===== src/rtl/fetch_unit.sv =====
// ----------------------------------------------------------------------------
// fetch_unit
//
// Purpose:
//   Multi-cycle instruction fetch and PC sequencer for a simple MIPS-style
//   core. A three-state FSM (IDLE -> FETCH -> EXEC -> FETCH ...) asks the
//   instruction memory for the word at pc, holds the returned instruction
//   while the execute stage works on it, and then moves pc to the next
//   address: jump target, taken-branch target or pc + 4.
//
// Parameters:
//   RESET_PC     PC loaded on reset. Bits [1:0] are forced to zero.
//
// Ports:
//   clk          in   1   system clock, rising edge
//   reset        in   1   asynchronous, active-high reset
//   imem_addr    out  32  instruction memory address (always equals pc)
//   imem_req     out  1   fetch request, high only in FETCH
//   imem_ready   in   1   imem_data is valid this cycle (used only in FETCH)
//   imem_data    in   32  fetched instruction word
//   instr        out  32  registered current instruction
//   opcode       out  6   instr[31:26]
//   funct        out  6   instr[5:0]
//   instr_valid  out  1   instr is held for execution (EXEC state)
//   Beq          in   1   branch if equal      (sampled with exec_done)
//   Bne          in   1   branch if not equal  (sampled with exec_done)
//   Jump         in   1   unconditional jump   (sampled with exec_done)
//   Zero         in   1   ALU zero flag        (sampled with exec_done)
//   exec_done    in   1   execute finished (used only in EXEC)
//   pc           out  32  address of the current or pending instruction
//   pc_plus4     out  32  pc + 4, combinational
// ----------------------------------------------------------------------------
module fetch_unit #(
    parameter logic [31:0] RESET_PC = 32'h0000_0000
) (
    input  logic        clk,
    input  logic        reset,
    output logic [31:0] imem_addr,
    output logic        imem_req,
    input  logic        imem_ready,
    input  logic [31:0] imem_data,
    output logic [31:0] instr,
    output logic [5:0]  opcode,
    output logic [5:0]  funct,
    output logic        instr_valid,
    input  logic        Beq,
    input  logic        Bne,
    input  logic        Jump,
    input  logic        Zero,
    input  logic        exec_done,
    output logic [31:0] pc,
    output logic [31:0] pc_plus4
);

    typedef enum logic [1:0] {
        IDLE  = 2'd0,
        FETCH = 2'd1,
        EXEC  = 2'd2
    } state_t;

    // Word-aligned reset vector; the low two bits of RESET_PC are dropped.
    localparam logic [31:0] RESET_PC_ALIGNED = {RESET_PC[31:2], 2'b00};

    state_t      state_q, state_d;
    logic [31:0] pc_q, pc_d;
    logic [31:0] instr_q, instr_d;
    logic        imem_req_q, imem_req_d;
    logic        instr_valid_q, instr_valid_d;

    logic [31:0] pc_plus4_w;
    logic [31:0] branch_off;
    logic [31:0] branch_target;
    logic [31:0] jump_target;
    logic        branch_taken;
    logic [31:0] next_pc;

    // ------------------------------------------------------------------
    // Next-PC datapath. All additions wrap modulo 2^32. Every candidate
    // has bits [1:0] = 0 because pc is aligned and both offsets are word
    // multiples, so pc stays aligned without explicit masking.
    // ------------------------------------------------------------------
    always_comb begin
        pc_plus4_w    = pc_q + 32'd4;
        branch_off    = {{14{instr_q[15]}}, instr_q[15:0], 2'b00};
        branch_target = pc_plus4_w + branch_off;
        jump_target   = {pc_plus4_w[31:28], instr_q[25:0], 2'b00};
        // Beq and Bne together always branch: the OR covers both Zero values.
        branch_taken  = (Beq & Zero) | (Bne & ~Zero);

        if (Jump) begin
            next_pc = jump_target;
        end else if (branch_taken) begin
            next_pc = branch_target;
        end else begin
            next_pc = pc_plus4_w;
        end
    end

    // ------------------------------------------------------------------
    // FSM next-state and registered-output logic. imem_req and
    // instr_valid are computed for the state being entered, so they are
    // registered alongside the state rather than decoded from it.
    // imem_ready is only looked at in FETCH and exec_done (plus the
    // branch controls feeding next_pc) only in EXEC.
    // ------------------------------------------------------------------
    always_comb begin
        state_d       = state_q;
        pc_d          = pc_q;
        instr_d       = instr_q;
        imem_req_d    = imem_req_q;
        instr_valid_d = instr_valid_q;

        case (state_q)
            IDLE: begin
                state_d       = FETCH;
                imem_req_d    = 1'b1;
                instr_valid_d = 1'b0;
            end

            FETCH: begin
                if (imem_ready) begin
                    instr_d       = imem_data;
                    state_d       = EXEC;
                    imem_req_d    = 1'b0;
                    instr_valid_d = 1'b1;
                end
            end

            EXEC: begin
                if (exec_done) begin
                    pc_d          = next_pc;
                    state_d       = FETCH;
                    imem_req_d    = 1'b1;
                    instr_valid_d = 1'b0;
                end
            end

            default: begin
                state_d       = IDLE;
                imem_req_d    = 1'b0;
                instr_valid_d = 1'b0;
            end
        endcase
    end

    // Reset wins over any same-cycle imem_ready / exec_done, so an
    // in-flight fetch or execute is simply abandoned.
    always_ff @(posedge clk or posedge reset) begin
        if (reset) begin
            state_q       <= IDLE;
            pc_q          <= RESET_PC_ALIGNED;
            instr_q       <= 32'h0;
            imem_req_q    <= 1'b0;
            instr_valid_q <= 1'b0;
        end else begin
            state_q       <= state_d;
            pc_q          <= pc_d;
            instr_q       <= instr_d;
            imem_req_q    <= imem_req_d;
            instr_valid_q <= instr_valid_d;
        end
    end

    // ------------------------------------------------------------------
    // Outputs
    // ------------------------------------------------------------------
    assign pc          = pc_q;
    assign pc_plus4    = pc_plus4_w;
    assign imem_addr   = pc_q;
    assign imem_req    = imem_req_q;
    assign instr       = instr_q;
    assign opcode      = instr_q[31:26];
    assign funct       = instr_q[5:0];
    assign instr_valid = instr_valid_q;

endmodule

===== config.mk =====
export PLATFORM = sky130hd
export DESIGN_NAME = fetch_unit
export DESIGN_NICKNAME = d
export VERILOG_FILES = /design/src/rtl/fetch_unit.sv
export SDC_FILE = /design/constraint.sdc
export NUM_CORES = 1
export LEC_CHECK = 0
export ABC_AREA = 1
export CAP_MARGIN = 20
export CORE_ASPECT_RATIO = 1.2
export CORE_MARGIN = 1.5
export CORE_UTILIZATION = 30
export DETAILED_ROUTE_END_ITERATION = 10
export GPL_TIMING_DRIVEN = 0
export SYNTH_ARGS = -nofsm -noshare
export SYNTH_HDL_FRONTEND = slang
export SYNTH_SLANG_ARGS = --single-unit

===== constraint.sdc =====
create_clock -name clk -period 6.56 [get_ports clk]
set_input_delay 0.656 -clock clk [delete_from_list [all_inputs] [get_ports clk]]
set_output_delay 0.656 -clock clk [all_outputs]
set_load 0.01 [all_outputs]

==> impl_summary.log, run 1 <==
INFO  metric result_of_the_run = complete, no violations
INFO  metric placed_cells_incl_taps = 1450
INFO  metric drv_slew = 0
INFO  metric route.final.wire_length = 23800 um
INFO  metric grt_overflow_total = 0
INFO  metric synth_top_cell_area_share = between 20 and 25%
INFO  metric fin_nets = 1268
INFO  metric layoutNonFillerInstCount = between 1000 and 1500
INFO  metric synth_sequential_area_ratio = 24.7%
INFO  metric vdd_ir_drop_max = between 0.2 and 0.25 mV
INFO  metric cts_tree = done
INFO  metric groute.usage.overall = around 22%
INFO  metric fp-row-count = just under 60
INFO  metric pwr-share-clk = under 10%
INFO  metric relSlewSlack = between 30% and 40%
INFO  metric crit_path_cell_trace = ha_1, nand2_2, nor2_4, nand2_2, inv_2, nand2_1, xor2_1, inv_1, ha_1, nand2_1, nor2_1, inv_1, nor2_1, nand4_1, nand3_1, nand2_1, nand2_1, nand2_1, nand2_1, nand2_1, nand2_1
INFO  metric critPathArrivalTime = slightly above 4 ns
INFO  metric total_leakage_power = 4.44 nW
INFO  metric ctsHoldBuffers = 0
INFO  metric synth_top_cells_by_area = sky130_fd_sc_hd__dfrtp_1, sky130_fd_sc_hd__nand2_1, sky130_fd_sc_hd__inv_1, sky130_fd_sc_hd__ha_1, sky130_fd_sc_hd__buf_4
INFO  metric critical-path-slowest-cell = sky130_fd_sc_hd__dfrtp_1
INFO  metric floorplan.initialDensity = between 30% and 40%
INFO  metric total_die_area = between 20000 and 25000 um^2
INFO  metric hold_violations = 0
INFO  metric worst_path_largest_cell_delay = roughly 0.45 ns
INFO  metric power.sequential.fraction = around 17%
INFO  metric worst_setup_hold_path_clk_slew = ~0.060 ns
INFO  metric synth-seq-cells = between 60 and 70
INFO  metric critPathMostFrequentCell = sky130_fd_sc_hd__nand2_1
INFO  metric crit_type = flip-flop to flip-flop
INFO  metric power.combinational.fraction = 74.2%
INFO  metric cts_max_path_buffers = 2
INFO  metric via_count = about 7000
INFO  metric drc_errors = 0
INFO  metric design.core.area = between 20000 and 25000 um^2
INFO  metric cts-root-buf = sky130_fd_sc_hd__clkbuf_16
INFO  metric synth.largest_area_cell = sky130_fd_sc_hd__dfrtp_1
INFO  metric final.period_utilization = 57.6%
INFO  metric dp.final_hpwl = 19600 um
INFO  metric pin_count = ~180
INFO  metric crit_path_start_kind = flip-flop
INFO  metric post_synth_num_cell_types = a little over 40
INFO  metric p_total = about 5.5 mW
INFO  metric worstPathRequired = 6.83 ns
INFO  metric worstMarginPinSlew = 0.945 ns
INFO  metric worst_setup_path_end_kind = flip-flop
INFO  metric utilization = between 40 and 50%
INFO  metric clock_tree.htree_level_count = 3
INFO  metric totalNegativeSetupSlack = 0 ns
INFO  metric via_count_of_the_first_global_routing_pass = between 6000 and 7000
INFO  metric clock-sinks = between 60 and 70
INFO  metric synth_top_flop_cell = sky130_fd_sc_hd__dfrtp_1
INFO  metric cell_area_synth = approximately 6500 um^2
INFO  metric grt_pass1_wl = between 30000 and 40000 um
INFO  metric grt_antenna_before_repair = 0
INFO  metric fmax = 264 MHz
INFO  metric cellInternalPower = between 2 and 3 mW
INFO  metric detail-route-antenna-nets = 0
INFO  metric final_antenna_diode_count = 0
INFO  metric detail_route.vias_per_cell = 4.77
INFO  metric postSynthAreaPerCell = 6.48 um^2
INFO  metric syn_inst = ~1000
INFO  metric die_x = 137 um
INFO  metric max_cap_viols = 0
INFO  metric net-switching-power = between 2 and 3 mW
INFO  metric worst_clock_skew = 0.00810 ns
INFO  metric worstPathMaxFanout = 6
INFO  metric synthMostInstantiatedCell = sky130_fd_sc_hd__nand2_1
INFO  metric cts.repair.resized = 0
INFO  metric routability_congestion_estimate = between 0.9 and 1
INFO  metric holdCritPathClass = flip-flop to flip-flop
INFO  metric wl_per_cell = 16.3 um
INFO  metric insertion_delay = 0.34 ns
INFO  metric post_synth_most_frequent_cells = sky130_fd_sc_hd__nand2_1, sky130_fd_sc_hd__inv_1, sky130_fd_sc_hd__nor2_1
INFO  metric synth_edf_count = 0
INFO  metric numPortBuffers = around 170
INFO  metric synthesis.yosys.warnings = 0
INFO  metric power.density = between 600 and 700 nW/um^2
INFO  metric dr.first_iter.drc_count = about 480
INFO  metric pin_count_of_the_biggest_net_entering_global_routing = between 60 and 70
INFO  metric fin_crit = ~3.8 ns
INFO  metric cts_setup_buffers = 0
INFO  metric unrepaired_setup_endpoints_after_global_routing = no
INFO  metric first_pass_iters = 5
INFO  metric synth-async-reset-ratio = 100%
INFO  metric report.final.setup_viol = 0
INFO  metric final_layout_size_suffix_gt1_share = 10.7%
INFO  metric power_switching_share = between 50% and 60%
INFO  metric cts_buffers = 9
INFO  metric layout-area-overhead-vs-synth = 36.9%
INFO  metric fp.dieH = about 160 um
[power by group through the flow]
stage               Combinational (mW)  Sequential, mW  Clock (mW)
finish                            4.07           0.939       0.477
global route                      4.51           0.971       0.500
CTS                               4.05           0.938       0.485
detailed placement                4.03           0.943           0
global placement                  4.01           0.939           0
floorplan                         2.42           0.905           0
[per-layer routing]
metal	up-vias	GRT usage, %	wire, um	part of all wire (%)
met2	247	37.7	11800	49
met3	44	2.90	1370	5.8
li1	3503	-	-	-
met5	-	0	0	0
met4	0	7.66	701	2.9
met1	3197	26.8	10000	42
[layout make-up]
cell class	instances	area, um^2
Clock inverter	5	57.6
Sequential cell	64	1600
Buffer	67	454
Timing Repair Buffer	174	1740
Inverter	156	588
Tap cell	270	338
Clock buffer	11	233
Multi-Input combinational cell	719	3860
Fill cell	2238	12200
[layout by cell type (no fill, tap or decap), drive strengths merged]
cell           synthesis  layout
a21boi                11      11
a21o                   1       1
a21oi                 59      59
o211ai                 5       5
conb                   1       6
nor2                  80      80
clkdlybuf4s50          0     174
xnor2                  3       3
o22ai                  2       2
buf                   56      56
a2bb2oi                1       1
or2                    6       6
nand2                310     310
bufinv                 0       1
a31oi                  1       1
mux2                  31      31
a22oi                  6       6
and2                   3       3
inv                  155     155
clkbuf                11      22
nand3                 70      70
dfrtp                 64      64
o21ai                 33      33
nand4                 11      11
nand3b                 3       3
fa                     1       1
o21bai                 5       5
ha                    36      36
xor2                  19      19
clkinv                 1       5
nor3                  16      16
[flip-flops by register name, summed over array words and instances, names as in the netlist]
name,cells
instr,32
imem_req,1
imem_addr,30
state_q,1
[per-stage QoR]
step           area (um^2)  setup WS (ns)  hold WS, ns
6_report              8880           2.78        0.533
5_1_grt               8880           2.61        0.560
4_1_cts               8880           2.88        0.540
3_5_place_dp          8590           2.90        0.526
3_3_place_gp          8580           2.94        0.514
2_1_floorplan         6500           3.77        0.571
[final timing paths]
kind / start / endpoint / slack (ns) / cells after the start
setup / recovery: imem_addr[3] / imem_addr[22] / 2.78 / 21
hold / removal: instr[27] / instr[27] / 0.53 / 1
setup reg to reg: imem_addr[3] / imem_addr[22] / 2.78 / 21
hold reg to reg: instr[27] / instr[27] / 0.53 / 1
max in group asynchronous: reset / instr[0] / 5.16 / 2
min in group asynchronous: reset / instr[22] / 0.83 / 2
[critical path: cells and delay by family (launching register included)]
kind                       cells  cell delay (ns)
and+or+nand+nor               15             1.99
adders and majority gates      2             0.72
DFF                            1             0.45
buffers and inverters          3             0.33
xor gates and xnor gates       1             0.20
[logic make-up (layout without fill, tap and decap cells)]
| kind of cell | count (synthesis) | in the layout | synth area share, % |
|---|---|---|---|
| other | 1 | 6 | 0.0578 |
| DFF | 64 | 64 | 24.7 |
| muxes | 31 | 31 | 5.38 |
| AOI/OAI and AO/OA | 124 | 124 | 10.8 |
| xor gates and xnor gates | 22 | 22 | 2.97 |
| buffers and inverters | 223 | 413 | 16.0 |
| and+or+nand+nor | 499 | 499 | 32.9 |
| adders and majority gates | 37 | 37 | 7.25 |
(Power assumes the default switching activity.)
==> inputs of run 2 (changes only) <==
==> constraint.sdc (replaced) <==
create_clock -name clk -period 3.45 [get_ports clk]
set_input_delay 0.345 -clock clk [delete_from_list [all_inputs] [get_ports clk]]
set_output_delay 0.345 -clock clk [all_outputs]
set_load 0.01 [all_outputs]
==> impl_summary.log, run 2 (same netlist as run 1, synthesis figures left out) <==
INFO  metric detail-route-antenna-nets = 0 (unchanged)
INFO  metric worst_clock_skew = 0.00812 ns (+0.0000172 ns)
INFO  metric fmax = 298 MHz (+13%)
INFO  metric placed_cells_incl_taps = 1450 (unchanged)
INFO  metric dp.final_hpwl = 19600 um (unchanged)
INFO  metric worst_setup_hold_path_clk_slew = 0.05 ns (about the same)
INFO  metric cts_tree = done
INFO  metric unrepaired_setup_endpoints_after_global_routing = yes
INFO  metric hold_violations = 0 (unchanged)
INFO  metric power.combinational.fraction = 74.4% (+0.2 points)
INFO  metric crit_path_start_kind = flip-flop
INFO  metric min_path_cells = 4 (+3)
INFO  metric dr.first_iter.drc_count = 463 (-2.7%)
INFO  metric reg2regPathDepth = 20 (-4.8%)
INFO  metric power.density = 1180 nW/um^2 (+90%)
INFO  metric cts_max_path_buffers = 2 (unchanged)
INFO  metric most_frequent_cells_in_the_layout = sky130_fd_sc_hd__nand2_1, sky130_fd_sc_hd__clkdlybuf4s50_1, sky130_fd_sc_hd__inv_1
INFO  metric via_count = 6991 (unchanged)
INFO  metric cellInternalPower = 5.21 mW (+92%)
INFO  metric final_common_cell = sky130_fd_sc_hd__nand2_1
INFO  metric ctsHoldBuffers = 0 (unchanged)
INFO  metric die_x = 137 um (unchanged)
INFO  metric result_of_the_run = complete, no violations
INFO  metric groute.usage.overall = 21.5% (unchanged)
INFO  metric final_layout_size_suffix_gt1_share = 12.3% (+1.6 points)
INFO  metric final_critical_path_setup_slack = 0.0928 ns (-2.69 ns)
INFO  metric total_die_area = 22500 um^2 (unchanged)
INFO  metric worst_r2r_endpoint = imem_addr[22]
INFO  metric worstMarginPinSlew = 0.952 ns (+0.00642 ns)
INFO  metric power.sequential.fraction = 17.0% (about the same)
INFO  metric critPathArrivalTime = 3.63 ns (-0.42 ns)
INFO  metric power_switching_share = 50.6% (about the same)
INFO  metric grt_overflow_total = 0 (unchanged)
INFO  metric worst_setup_path_end_kind = flip-flop
INFO  metric final.period_utilization = 97.3% (+40 points)
INFO  metric pin_count = 182 (unchanged)
INFO  metric max_cap_viols = 0 (unchanged)
INFO  metric design.core.area = 21100 um^2 (unchanged)
INFO  metric reg2reg_slack = 0.09 ns (-2.69 ns)
INFO  metric holdCritPathClass = input pin to flip-flop
INFO  metric fin_nets = 1269 (+0.079%)
INFO  metric drc_errors = 0 (unchanged)
INFO  metric p_total = 10.5 mW (+92%)
INFO  metric min_from = Jump
INFO  metric totalNegativeSetupSlack = 0 ns (unchanged)
INFO  metric fp-row-count = 58 (unchanged)
INFO  metric report.final.setup_viol = 0 (unchanged)
INFO  metric rr_startpoint = imem_addr[6]
INFO  metric worstPathMaxFanout = 5 (-1)
INFO  metric relSlewSlack = 36.6% (-0.43 points)
INFO  metric fp.dieH = 164 um (unchanged)
INFO  metric pin_count_of_the_biggest_net_entering_global_routing = 65 (unchanged)
INFO  metric first_pass_iters = 5 (unchanged)
INFO  metric clock_tree.htree_level_count = 3 (unchanged)
INFO  metric route.final.wire_length = 23900 um (+0.34%)
INFO  metric grt_antenna_before_repair = 0 (unchanged)
INFO  metric total_leakage_power = 4.44 nW (+0.14%)
INFO  metric whs_endpoint = imem_addr[6]
INFO  metric detail_route.vias_per_cell = 4.77 (about the same)
INFO  metric via_count_of_the_first_global_routing_pass = 6621 (+0.015%)
INFO  metric place_worst_setup_slack = -0.208 ns (-3.11 ns)
INFO  metric numPortBuffers = 174 (unchanged)
INFO  metric fin_crit = 3.36 ns (-0.425 ns)
INFO  metric worstPathRequired = 3.72 ns (-3.11 ns)
INFO  metric drv_slew = 0 (unchanged)
INFO  metric largest_register_ff_count = 32 (unchanged)
INFO  metric layout-area-overhead-vs-synth = 38.3%
INFO  metric clock-sinks = 64 (unchanged)
INFO  metric routability_congestion_estimate = 0.916 (unchanged)
INFO  metric layoutNonFillerInstCount = 1467 (+0.068%)
INFO  metric crit_type = flip-flop to flip-flop
INFO  metric cts-root-buf = sky130_fd_sc_hd__clkbuf_16
INFO  metric insertion_delay = 0.34 ns (about the same)
INFO  metric wl_per_cell = 16.3 um (+0.28%)
INFO  metric final_antenna_diode_count = 0 (unchanged)
INFO  metric fillCellCount = 2223 (-0.67%)
INFO  metric net-switching-power = 5.34 mW (+92%)
INFO  metric pwr-share-clk = 8.6% (about the same)
INFO  metric cts_buffers = 9 (unchanged)
INFO  metric grt_pass1_wl = 36800 um (about the same)
INFO  metric floorplan.initialDensity = 30.7% (unchanged)
INFO  metric vdd_ir_drop_max = 0.462 mV (+91%)
[run 2: routing by layer]
metal	wire, um	GRT usage [%]
met3	1350	2.87
met5	0	0
met2	11800	37.7
met4	702	7.61
met1	10100	26.8
[run 2: through the flow]
step | utilization [%] | hold WS (ns) | instance area [um^2]
finish | 42.5 | 0.456 | 8970
global route | 42.5 | 0.506 | 8970
CTS | 42.1 | 0.444 | 8890
detailed placement | 40.7 | 0.526 | 8590
global placement | 40.7 | 0.514 | 8580
floorplan | - | 0.454 | 6500
[run 2: power by group through the flow]
stage	clock (mW)	combinational (mW)	sequential [mW]
after floorplan	0	4.61	1.72
after global placement	0	7.62	1.79
after detailed placement	0	7.65	1.79
after CTS	0.922	7.73	1.79
after global routing	0.951	8.67	1.86
final	0.906	7.84	1.80
[run 2: repair_timing]
| item | in CTS | in global routing |
|---|---|---|
| gates cloned | 0 | 0 |
| setup buffers | 0 | 1 |
| endpoints found under the setup margin | 2 | 11 |
| resized for setup | 5 | 17 |
| pin swaps | 0 | 1 |
[run 2: area by class of cell]
| class | count | area [um^2] | share of cell area, % |
|---|---|---|---|
| multi-input cells | 719 | 3940 | 43.9 |
| repair buffers | 175 | 1750 | 19.5 |
| flip-flops and latches | 64 | 1610 | 17.9 |
| inverters | 156 | 588 | 6.56 |
| plain buffers | 67 | 454 | 5.06 |
| well taps | 270 | 338 | 3.77 |
| clock buffers | 11 | 233 | 2.60 |
| clock inverters | 5 | 57.6 | 0.642 |
[run 2: worst max-delay path, stage by stage, from the launching register on]
cell                      delay, ns
sky130_fd_sc_hd__dfrtp_1       0.47
sky130_fd_sc_hd__nand2_1       0.16
sky130_fd_sc_hd__inv_1         0.14
sky130_fd_sc_hd__nand2_1       0.09
sky130_fd_sc_hd__nor2_2        0.27
sky130_fd_sc_hd__nand3_1       0.16
sky130_fd_sc_hd__xor2_1        0.23
sky130_fd_sc_hd__inv_1         0.13
sky130_fd_sc_hd__ha_1          0.38
sky130_fd_sc_hd__nand2_1       0.10
sky130_fd_sc_hd__nor2_2        0.13
sky130_fd_sc_hd__inv_1         0.09
sky130_fd_sc_hd__nor2_4        0.16
sky130_fd_sc_hd__nand4_1       0.20
sky130_fd_sc_hd__nand3_1       0.12
sky130_fd_sc_hd__nand2_1       0.05
sky130_fd_sc_hd__nand2_1       0.11
sky130_fd_sc_hd__nand2_1       0.06
sky130_fd_sc_hd__nand2_1       0.14
sky130_fd_sc_hd__nand2_1       0.06
sky130_fd_sc_hd__nand2_1       0.05
[run 2: worst max path at each step]
| stage | startpoint | cells past startpoint | to |
|---|---|---|---|
| 3_5_place_dp | imem_addr[3] | 21 | imem_addr[22] |
| 3_3_place_gp | imem_addr[3] | 21 | imem_addr[22] |
| 4_1_cts | imem_addr[2] | 21 | imem_addr[22] |
| 2_1_floorplan | imem_addr[3] | 19 | imem_addr[21] |
| 6_report | imem_addr[6] | 20 | imem_addr[22] |
| 5_1_grt | imem_addr[6] | 20 | imem_addr[22] |
